### src/rtl/uart_rx_cfg_if.sv
// uart_rx_cfg_if: receiver-to-RX-FIFO write side plus the RTS/almost-full
// flow-control pair. The receiver uses the master modport, the FIFO side
// uses the slave modport.
interface uart_rx_cfg_if #(
  parameter int DATA_W_MAX = 9
);
  logic                  o_valid;
  logic [DATA_W_MAX-1:0] o_data;
  logic                  o_parity_error;
  logic                  o_frame_error;
  logic                  o_break;
  logic                  o_rts;
  logic                  i_fifo_almfull;

  modport master (
    output o_valid, o_data, o_parity_error, o_frame_error, o_break, o_rts,
    input  i_fifo_almfull
  );

  modport slave (
    input  o_valid, o_data, o_parity_error, o_frame_error, o_break, o_rts,
    output i_fifo_almfull
  );
endinterface

### src/rtl/uart_rx_cfg.sv
// uart_rx_cfg: runtime-configurable UART receiver (5..DATA_W_MAX data bits,
// none/even/odd parity, 1/1.5/2 stop bits, MSB/LSB first, mid-bit sampling,
// false-start rejection and break detection).
// Optional macro UART_RX_MAJORITY_VOTE_EN: adds a 3-deep majority filter
// after the synchroniser to reject single-cycle glitches on the rx line.
module uart_rx_cfg #(
  parameter int DATA_W_MAX  = 9,
  parameter int CNT_W       = 32,
  parameter int SYNC_STAGES = 2
) (
  input  logic             i_clk,
  input  logic             i_nrst,
  input  logic             i_enable,
  input  logic [CNT_W-1:0] i_bit_length,
  input  logic [3:0]       i_data_bits,
  input  logic [1:0]       i_parity_mode,
  input  logic [1:0]       i_stop_bits,
  input  logic             i_msb_first,
  input  logic             i_hw_flow_control_enable,
  input  logic             i_rx,
  output logic             o_busy,
  uart_rx_cfg_if.master    rx_bus
);

  typedef enum logic [2:0] {IDLE, START, DATA, PARITY, STOP, DONE, WAIT_HIGH} state_t;

  localparam logic [3:0] MAX_BITS = 4'(DATA_W_MAX);

  state_t                state, state_n;
  logic [SYNC_STAGES-1:0] sync_q;
  logic                  rx_s, rx_f, rx_prev, fall, start_go;
  logic [CNT_W-1:0]      cnt, len_q;
  logic [3:0]            nbits_q, bit_idx, wr_idx, data_bits_c;
  logic [1:0]            par_q;
  logic                  two_stop_q, msb_q, stop_idx;
  logic [DATA_W_MAX-1:0] word_acc, data_q;
  logic                  par_acc, perr_acc, ferr_acc, any_one;
  logic                  valid_q, perr_q, ferr_q, brk_q, rts_q;
  logic                  half_hit, full_hit, counting, parity_en, frame_end;

  // Bring the asynchronous rx line into the clock domain; idles high.
  always_ff @(posedge i_clk or negedge i_nrst) begin
    if (!i_nrst) sync_q <= '1;
    else         sync_q <= {sync_q[SYNC_STAGES-2:0], i_rx};
  end

  assign rx_s = sync_q[SYNC_STAGES-1];

`ifdef UART_RX_MAJORITY_VOTE_EN
  logic [2:0] vote_q;

  // Three-sample history of rx_s; the majority of it drives every decision.
  always_ff @(posedge i_clk or negedge i_nrst) begin
    if (!i_nrst) vote_q <= '1;
    else         vote_q <= {vote_q[1:0], rx_s};
  end

  assign rx_f = (vote_q[0] & vote_q[1]) | (vote_q[0] & vote_q[2]) | (vote_q[1] & vote_q[2]);
`else
  assign rx_f = rx_s;
`endif

  // Previous line value, used to find the falling edge of a start bit.
  always_ff @(posedge i_clk or negedge i_nrst) begin
    if (!i_nrst) rx_prev <= 1'b1;
    else         rx_prev <= rx_f;
  end

  // Clamp the requested word length into the supported range.
  always_comb begin
    data_bits_c = i_data_bits;
    if (i_data_bits < 4'd5)           data_bits_c = 4'd5;
    else if (i_data_bits > MAX_BITS)  data_bits_c = MAX_BITS;
  end

  assign fall      = rx_prev & ~rx_f;
  assign start_go  = (state == IDLE) && i_enable && fall;
  assign half_hit  = (cnt == (len_q >> 1));
  assign full_hit  = (cnt == len_q);
  assign parity_en = (par_q == 2'b01) || (par_q == 2'b10);
  assign counting  = ((state == START) && !half_hit) ||
                     ((state inside {DATA, PARITY, STOP}) && !full_hit);
  assign wr_idx    = msb_q ? (nbits_q - 4'd1 - bit_idx) : bit_idx;
  assign frame_end = (state == STOP) && (state_n == DONE);

  // State register.
  always_ff @(posedge i_clk or negedge i_nrst) begin
    if (!i_nrst) state <= IDLE;
    else         state <= state_n;
  end

  // Frame sequencing: start qualification, data, parity, stop, then report.
  always_comb begin
    state_n = state;
    case (state)
      IDLE:      if (start_go) state_n = START;
      START:     if (half_hit) state_n = rx_f ? IDLE : DATA;
      DATA:      if (full_hit && (bit_idx == nbits_q - 4'd1))
                   state_n = parity_en ? PARITY : STOP;
      PARITY:    if (full_hit) state_n = STOP;
      STOP:      if (full_hit && (!two_stop_q || stop_idx)) state_n = DONE;
      DONE:      state_n = brk_q ? WAIT_HIGH : IDLE;
      WAIT_HIGH: if (rx_f) state_n = IDLE;
      default:   state_n = IDLE;
    endcase
  end

  // Bit timing, configuration latch, sample accumulation and result registers.
  always_ff @(posedge i_clk or negedge i_nrst) begin
    if (!i_nrst) begin
      cnt        <= '0;
      len_q      <= '0;
      nbits_q    <= 4'd5;
      par_q      <= 2'b00;
      two_stop_q <= 1'b0;
      msb_q      <= 1'b0;
      bit_idx    <= '0;
      stop_idx   <= 1'b0;
      word_acc   <= '0;
      par_acc    <= 1'b0;
      perr_acc   <= 1'b0;
      ferr_acc   <= 1'b0;
      any_one    <= 1'b0;
      valid_q    <= 1'b0;
      data_q     <= '0;
      perr_q     <= 1'b0;
      ferr_q     <= 1'b0;
      brk_q      <= 1'b0;
    end else begin
      cnt     <= counting ? cnt + CNT_W'(1) : '0;
      valid_q <= 1'b0;
      if (start_go) begin
        len_q      <= i_bit_length;
        nbits_q    <= data_bits_c;
        par_q      <= i_parity_mode;
        two_stop_q <= i_stop_bits[1];
        msb_q      <= i_msb_first;
        bit_idx    <= '0;
        stop_idx   <= 1'b0;
        word_acc   <= '0;
        par_acc    <= 1'b0;
        perr_acc   <= 1'b0;
        ferr_acc   <= 1'b0;
        any_one    <= 1'b0;
      end
      if ((state inside {DATA, PARITY, STOP}) && full_hit)
        any_one <= any_one | rx_f;
      if ((state == DATA) && full_hit) begin
        for (int i = 0; i < DATA_W_MAX; i++)
          if (i == int'(wr_idx)) word_acc[i] <= rx_f;
        par_acc <= par_acc ^ rx_f;
        bit_idx <= bit_idx + 4'd1;
      end
      if ((state == PARITY) && full_hit)
        perr_acc <= (par_q == 2'b10) ? ~(par_acc ^ rx_f) : (par_acc ^ rx_f);
      if ((state == STOP) && full_hit) begin
        stop_idx <= 1'b1;
        if (!rx_f) ferr_acc <= 1'b1;
      end
      if (frame_end) begin
        valid_q <= 1'b1;
        data_q  <= word_acc;
        perr_q  <= perr_acc;
        ferr_q  <= ferr_acc | ~rx_f;
        brk_q   <= ~(any_one | rx_f);
      end
    end
  end

  // Flow control: deassert RTS while the FIFO reports almost full.
  always_ff @(posedge i_clk or negedge i_nrst) begin
    if (!i_nrst) rts_q <= 1'b1;
    else         rts_q <= ~(i_hw_flow_control_enable & rx_bus.i_fifo_almfull);
  end

  assign o_busy                = (state != IDLE);
  assign rx_bus.o_valid        = valid_q;
  assign rx_bus.o_data         = data_q;
  assign rx_bus.o_parity_error = perr_q;
  assign rx_bus.o_frame_error  = ferr_q;
  assign rx_bus.o_break        = brk_q;
  assign rx_bus.o_rts          = rts_q;

endmodule

### src/flat_wrapper.sv
// flat-port wrapper written by rule: the top's interface ports become plain ports
module uart_rx_cfg_flat 
#(
  parameter int DATA_W_MAX  = 9,
  parameter int CNT_W       = 32,
  parameter int SYNC_STAGES = 2
)
  (i_clk, i_nrst, i_enable, i_bit_length, i_data_bits, i_parity_mode, i_stop_bits, i_msb_first, i_hw_flow_control_enable, i_rx, o_busy, rx_bus_o_valid, rx_bus_o_data, rx_bus_o_parity_error, rx_bus_o_frame_error, rx_bus_o_break, rx_bus_o_rts, rx_bus_i_fifo_almfull);
  uart_rx_cfg_if #(.DATA_W_MAX(DATA_W_MAX)) rx_bus_i ();
  input  logic i_clk;
  input  logic i_nrst;
  input  logic i_enable;
  input  logic [CNT_W-1:0] i_bit_length;
  input  logic [3:0] i_data_bits;
  input  logic [1:0] i_parity_mode;
  input  logic [1:0] i_stop_bits;
  input  logic i_msb_first;
  input  logic i_hw_flow_control_enable;
  input  logic i_rx;
  output logic o_busy;
  output wire logic [$bits(rx_bus_i.o_valid)-1:0] rx_bus_o_valid;
  output wire logic [$bits(rx_bus_i.o_data)-1:0] rx_bus_o_data;
  output wire logic [$bits(rx_bus_i.o_parity_error)-1:0] rx_bus_o_parity_error;
  output wire logic [$bits(rx_bus_i.o_frame_error)-1:0] rx_bus_o_frame_error;
  output wire logic [$bits(rx_bus_i.o_break)-1:0] rx_bus_o_break;
  output wire logic [$bits(rx_bus_i.o_rts)-1:0] rx_bus_o_rts;
  input wire logic [$bits(rx_bus_i.i_fifo_almfull)-1:0] rx_bus_i_fifo_almfull;
  assign rx_bus_o_valid = rx_bus_i.o_valid;
  assign rx_bus_o_data = rx_bus_i.o_data;
  assign rx_bus_o_parity_error = rx_bus_i.o_parity_error;
  assign rx_bus_o_frame_error = rx_bus_i.o_frame_error;
  assign rx_bus_o_break = rx_bus_i.o_break;
  assign rx_bus_o_rts = rx_bus_i.o_rts;
  assign rx_bus_i.i_fifo_almfull = rx_bus_i_fifo_almfull;
  uart_rx_cfg #(.DATA_W_MAX(DATA_W_MAX), .CNT_W(CNT_W), .SYNC_STAGES(SYNC_STAGES)) u_core (.i_clk(i_clk), .i_nrst(i_nrst), .i_enable(i_enable), .i_bit_length(i_bit_length), .i_data_bits(i_data_bits), .i_parity_mode(i_parity_mode), .i_stop_bits(i_stop_bits), .i_msb_first(i_msb_first), .i_hw_flow_control_enable(i_hw_flow_control_enable), .i_rx(i_rx), .o_busy(o_busy), .rx_bus(rx_bus_i));
endmodule
### config.mk
export PLATFORM = sky130hd
export DESIGN_NAME = uart_rx_cfg_flat
export DESIGN_NICKNAME = d
export VERILOG_FILES = /design/src/rtl/uart_rx_cfg_if.sv /design/src/rtl/uart_rx_cfg.sv /design/src/flat_wrapper.sv
export SDC_FILE = /design/constraint.sdc
export NUM_CORES = 1
export LEC_CHECK = 0
export BUFFER_PORTS_ARGS = -buffer_cell sky130_fd_sc_hd__clkbuf_2
export CORE_MARGIN = 3
export CORE_UTILIZATION = 38
export DETAILED_ROUTE_END_ITERATION = 6
export GPL_TIMING_DRIVEN = 0
export PLACE_DENSITY = 0.6
export SYNTH_ARGS = -nofsm -noshare
export SYNTH_HDL_FRONTEND = slang
export SYNTH_SLANG_ARGS = --single-unit
### constraint.sdc
create_clock -name i_clk -period 4.6 [get_ports i_clk]
set_input_delay 0 -clock i_clk [delete_from_list [all_inputs] [get_ports i_clk]]
set_output_delay 0 -clock i_clk [all_outputs]
set_load 0.02 [all_outputs]
==> qor.yml <==
fp.dieW_um: 129
postSynthCellCount: 604
synthMuxAreaShare: 0.0408
reg2reg_to: "u_core.word_acc[6]$_DFF_PN0_"
synth_compound_area_frac: 0.0413
min_period_ns: 2.58
crit_start: "u_core.nbits_q[0]$_DFFE_PN1P_"
cts_tree: "built"
dp_hpwl_um: 10200
highest_layer: "met4"
hold_slack_ns: 0.0604
crit_type: "register to register"
ys_seq_elements: 110
grt-ovfl-total: 0
cp_max_fo: 4
nets: 772
hold_path_class: "input pin to register"
cellPowerDensity_nw_per_um2: 474
synthFlopType: "dfrtp_1"
ff2ff_setup_slack_ns: 2.02
port_buffers: 60
synth_top_family_by_area: "simple AND/OR/NAND/NOR gates"
wl_met3_um: 479
antenna_found_initial: 0
route.vias.total: 4487
reg2reg_depth: 10
num_rows: 44
path_clk_slew_ns: 0.08
ant_nets: 0
critPathSlowestCell: "dfstp_2"
max_clock_freq_mhz: 388
syn2layout_area_growth_pct: 21.4
leakage_nw: 3.13
start_util: 0.394
post_dp_cell_area_um2: 6330
synth_fa_ha_area_frac: 0.0186
cap_violations: 0
cts.sinks: 110
dieHeight_um: 129
synth_xor_xnor_area_share: 0.153
syn_area_per_cell_um2: 9.58
async_flop_share: 1.00
relSlewSlack: 0.416
setup-tns-final_ns: 0
die_area_um2: 16800
rr_startpoint: "u_core.nbits_q[0]$_DFFE_PN1P_"
ir_drop_mv: 0.224
synth_cell_types: 50
grt_pass1_vias: 4679
wl_met1_um: 6090
synth_simple_gate_area_frac: 0.231
insertion_delay_ns: 0.36
gp_congestion: 0.868
status: "finished clean"
core_area_um2: 14700
final_core_util: 0.478
tightest_slew_ns: 0.876
cp-end-kind: "register"
finalCritPeriodShare: 0.561
synthesis.area_um2: 5790
root_buffer: "clkbuf_16"
vias_per_cell: 4.95
synth-seq-area-share: 0.477
wl_met2_um: 7050
drt_iter0_markers: 179
max_stage_delay_ns: 0.55
finalSetupViolCount: 0
rsz0062_at_grt: "no"
cp-endpoint: "u_core.word_acc[6]$_DFF_PN0_"
h-tree-depth: 3
critPathLaunchType: "register"
routedWlPerCell_um: 15.3
grt_max_degree: 111
drc: 0
drt-pass1-iter-count: 4
finalClockSkew_ns: 0.0126
finalPower_w: 0.00333
ys_warn_count: 0
crit_path_cell_trace: "inv_1 -> ha_1 -> xor2_1 -> ha_1 -> a21o_1 -> a31oi_1 -> xor2_1 -> o32a_1 -> nor3_1 -> mux2i_1"
pin_count: 62
diodes: 0
drive_gt1_frac: 0.168
cts.repair.resized: 0
routed_wl_um: 13900
grtUsageTotal: 0.178
cp_data_required_time_ns: 4.88
clockBufferDepth: 2
cts_buffers: 9
drv_slew: 0
final_area_um2: 7030
synth_fp_nets: 659
worstPathArrival_ns: 2.86
synth_edf_count: 0
hold_viol_final: 0
grt_first_pass_wirelength_um: 23400
## logic make-up after synthesis
family	Yosys count
AND/OR/NAND/NOR	285
flip-flops	110
XOR/XNOR	100
buffers and inverters	45
AO/OA/AOI/OAI	34
multiplexers	22
adder cells (fa/ha/maj)	8
## stage by stage
stage	cells	setup slack [ns]
global placement	848	1.98
floorplan	604	2.26
detailed placement	848	2.03
global route	906	1.82
CTS	906	2.01
finish	906	2.02
## state kept, by name, summed over array words and instances, names as in the netlist, 3 cells and up
signal and count:
u_core.bit_idx 4, u_core.cnt 32, u_core.len_q 32, u_core.nbits_q 4, u_core.rx_bus.o_data 9, u_core.state 3, u_core.word_acc 9
## cell type report
cell class	count	area (um^2)
repair buffers	102	729
flip-flops and latches	110	2760
multi-input cells	449	2810
inverters	13	48.8
plain buffers	32	175
clock buffers	10	229
well taps	184	230
clock inverters	6	47.5
fillers	1418	7670
## where the power goes
| group | internal (W) | switching [W] | leakage (nW) |
|---|---|---|---|
| clock | 0.000372 | 0.000371 | 0.133 |
| sequential | 0.00119 | 0.000251 | 1.42 |
| combinational | 0.000523 | 0.000619 | 1.57 |
| total | 0.00209 | 0.00124 | 3.13 |
## timing repair
item,CTS,global route
hold buffers,42,0
endpoints found under the hold margin,145,0
buffers inserted,0,0
endpoints found under the setup margin,0,0
## critical path, delay by kind of cell, from the launching register on
kind	cells	cell delay, ns
xor gates and xnor gates	2	0.27
adders and majority gates	2	0.53
muxes	1	0.21
and+or+nand+nor	1	0.28
DFF	1	0.55
buffers and inverters	1	0.06
AOI/OAI and AO/OA	3	0.59
## placed cells by master (no fill, tap or decap), types with 3 or more instances in the layout
cell type        n
a21o_1           5
a21oi_1          7
a32oi_1          3
and3_1           4
and4_1           5
buf_2           10
buf_4            3
buf_6            4
clkbuf_1        15
clkbuf_16        9
clkbuf_2        60
clkinv_4         3
dfrtp_1        104
dfstp_2          6
dlygate4sd3_1   42
ha_1             7
inv_1           12
mux2_2          13
mux2i_1          9
nand2_1        139
nand2b_1         9
nand3_1         20
nand4_1         18
nor2_1          53
nor2b_1          3
nor3_1          14
nor4_4           3
o21ai_0          5
or3_1            4
xnor2_1         78
xor2_1          21
## worst min-delay path by stage
stage,startpoint,to,slack (ns),cells after the start
after floorplan,i_nrst,u_core.any_one$_DFFE_PN0P_,-0.30,0
after global placement,i_rx,u_core.sync_q[0]$_DFF_PN1_,0.09,1
after detailed placement,i_rx,u_core.sync_q[0]$_DFF_PN1_,0.09,1
after CTS,i_data_bits[2],u_core.nbits_q[0]$_DFFE_PN1P_,0.05,5
after global routing,i_data_bits[1],u_core.nbits_q[1]$_DFFE_PN0P_,0.09,4
final,i_data_bits[2],u_core.nbits_q[0]$_DFFE_PN1P_,0.06,5
## Yosys cell counts (all sizes together) (3+ instances only)
cell type | count | share of area
nor2 | 53 | 0.034
nor4 | 5 | 0.013
ha | 7 | 0.015
a21oi | 7 | 0.0061
nand3 | 20 | 0.017
xor2 | 21 | 0.032
dfrtp | 104 | 0.45
nor3 | 16 | 0.016
or3 | 4 | 0.0043
buf | 17 | 0.020
a32oi | 3 | 0.0045
clkbuf | 15 | 0.0099
o21ai | 6 | 0.0052
and4 | 5 | 0.0076
mux2i | 9 | 0.016
nand4 | 18 | 0.019
nand2 | 139 | 0.090
xnor2 | 79 | 0.12
and3 | 4 | 0.0043
inv | 12 | 0.0078
a21o | 5 | 0.0065
mux2 | 13 | 0.025
nor2b | 3 | 0.0032
or4 | 3 | 0.0045
dfstp | 6 | 0.027
nand2b | 9 | 0.0097
## layer usage
metal,up-vias,global-route usage
li1,2207,-
met1,2182,0.218
met2,79,0.314
met3,19,0.0437
met4,0,0.0507
met5,-,0
Power figures use the tool's default switching activity.
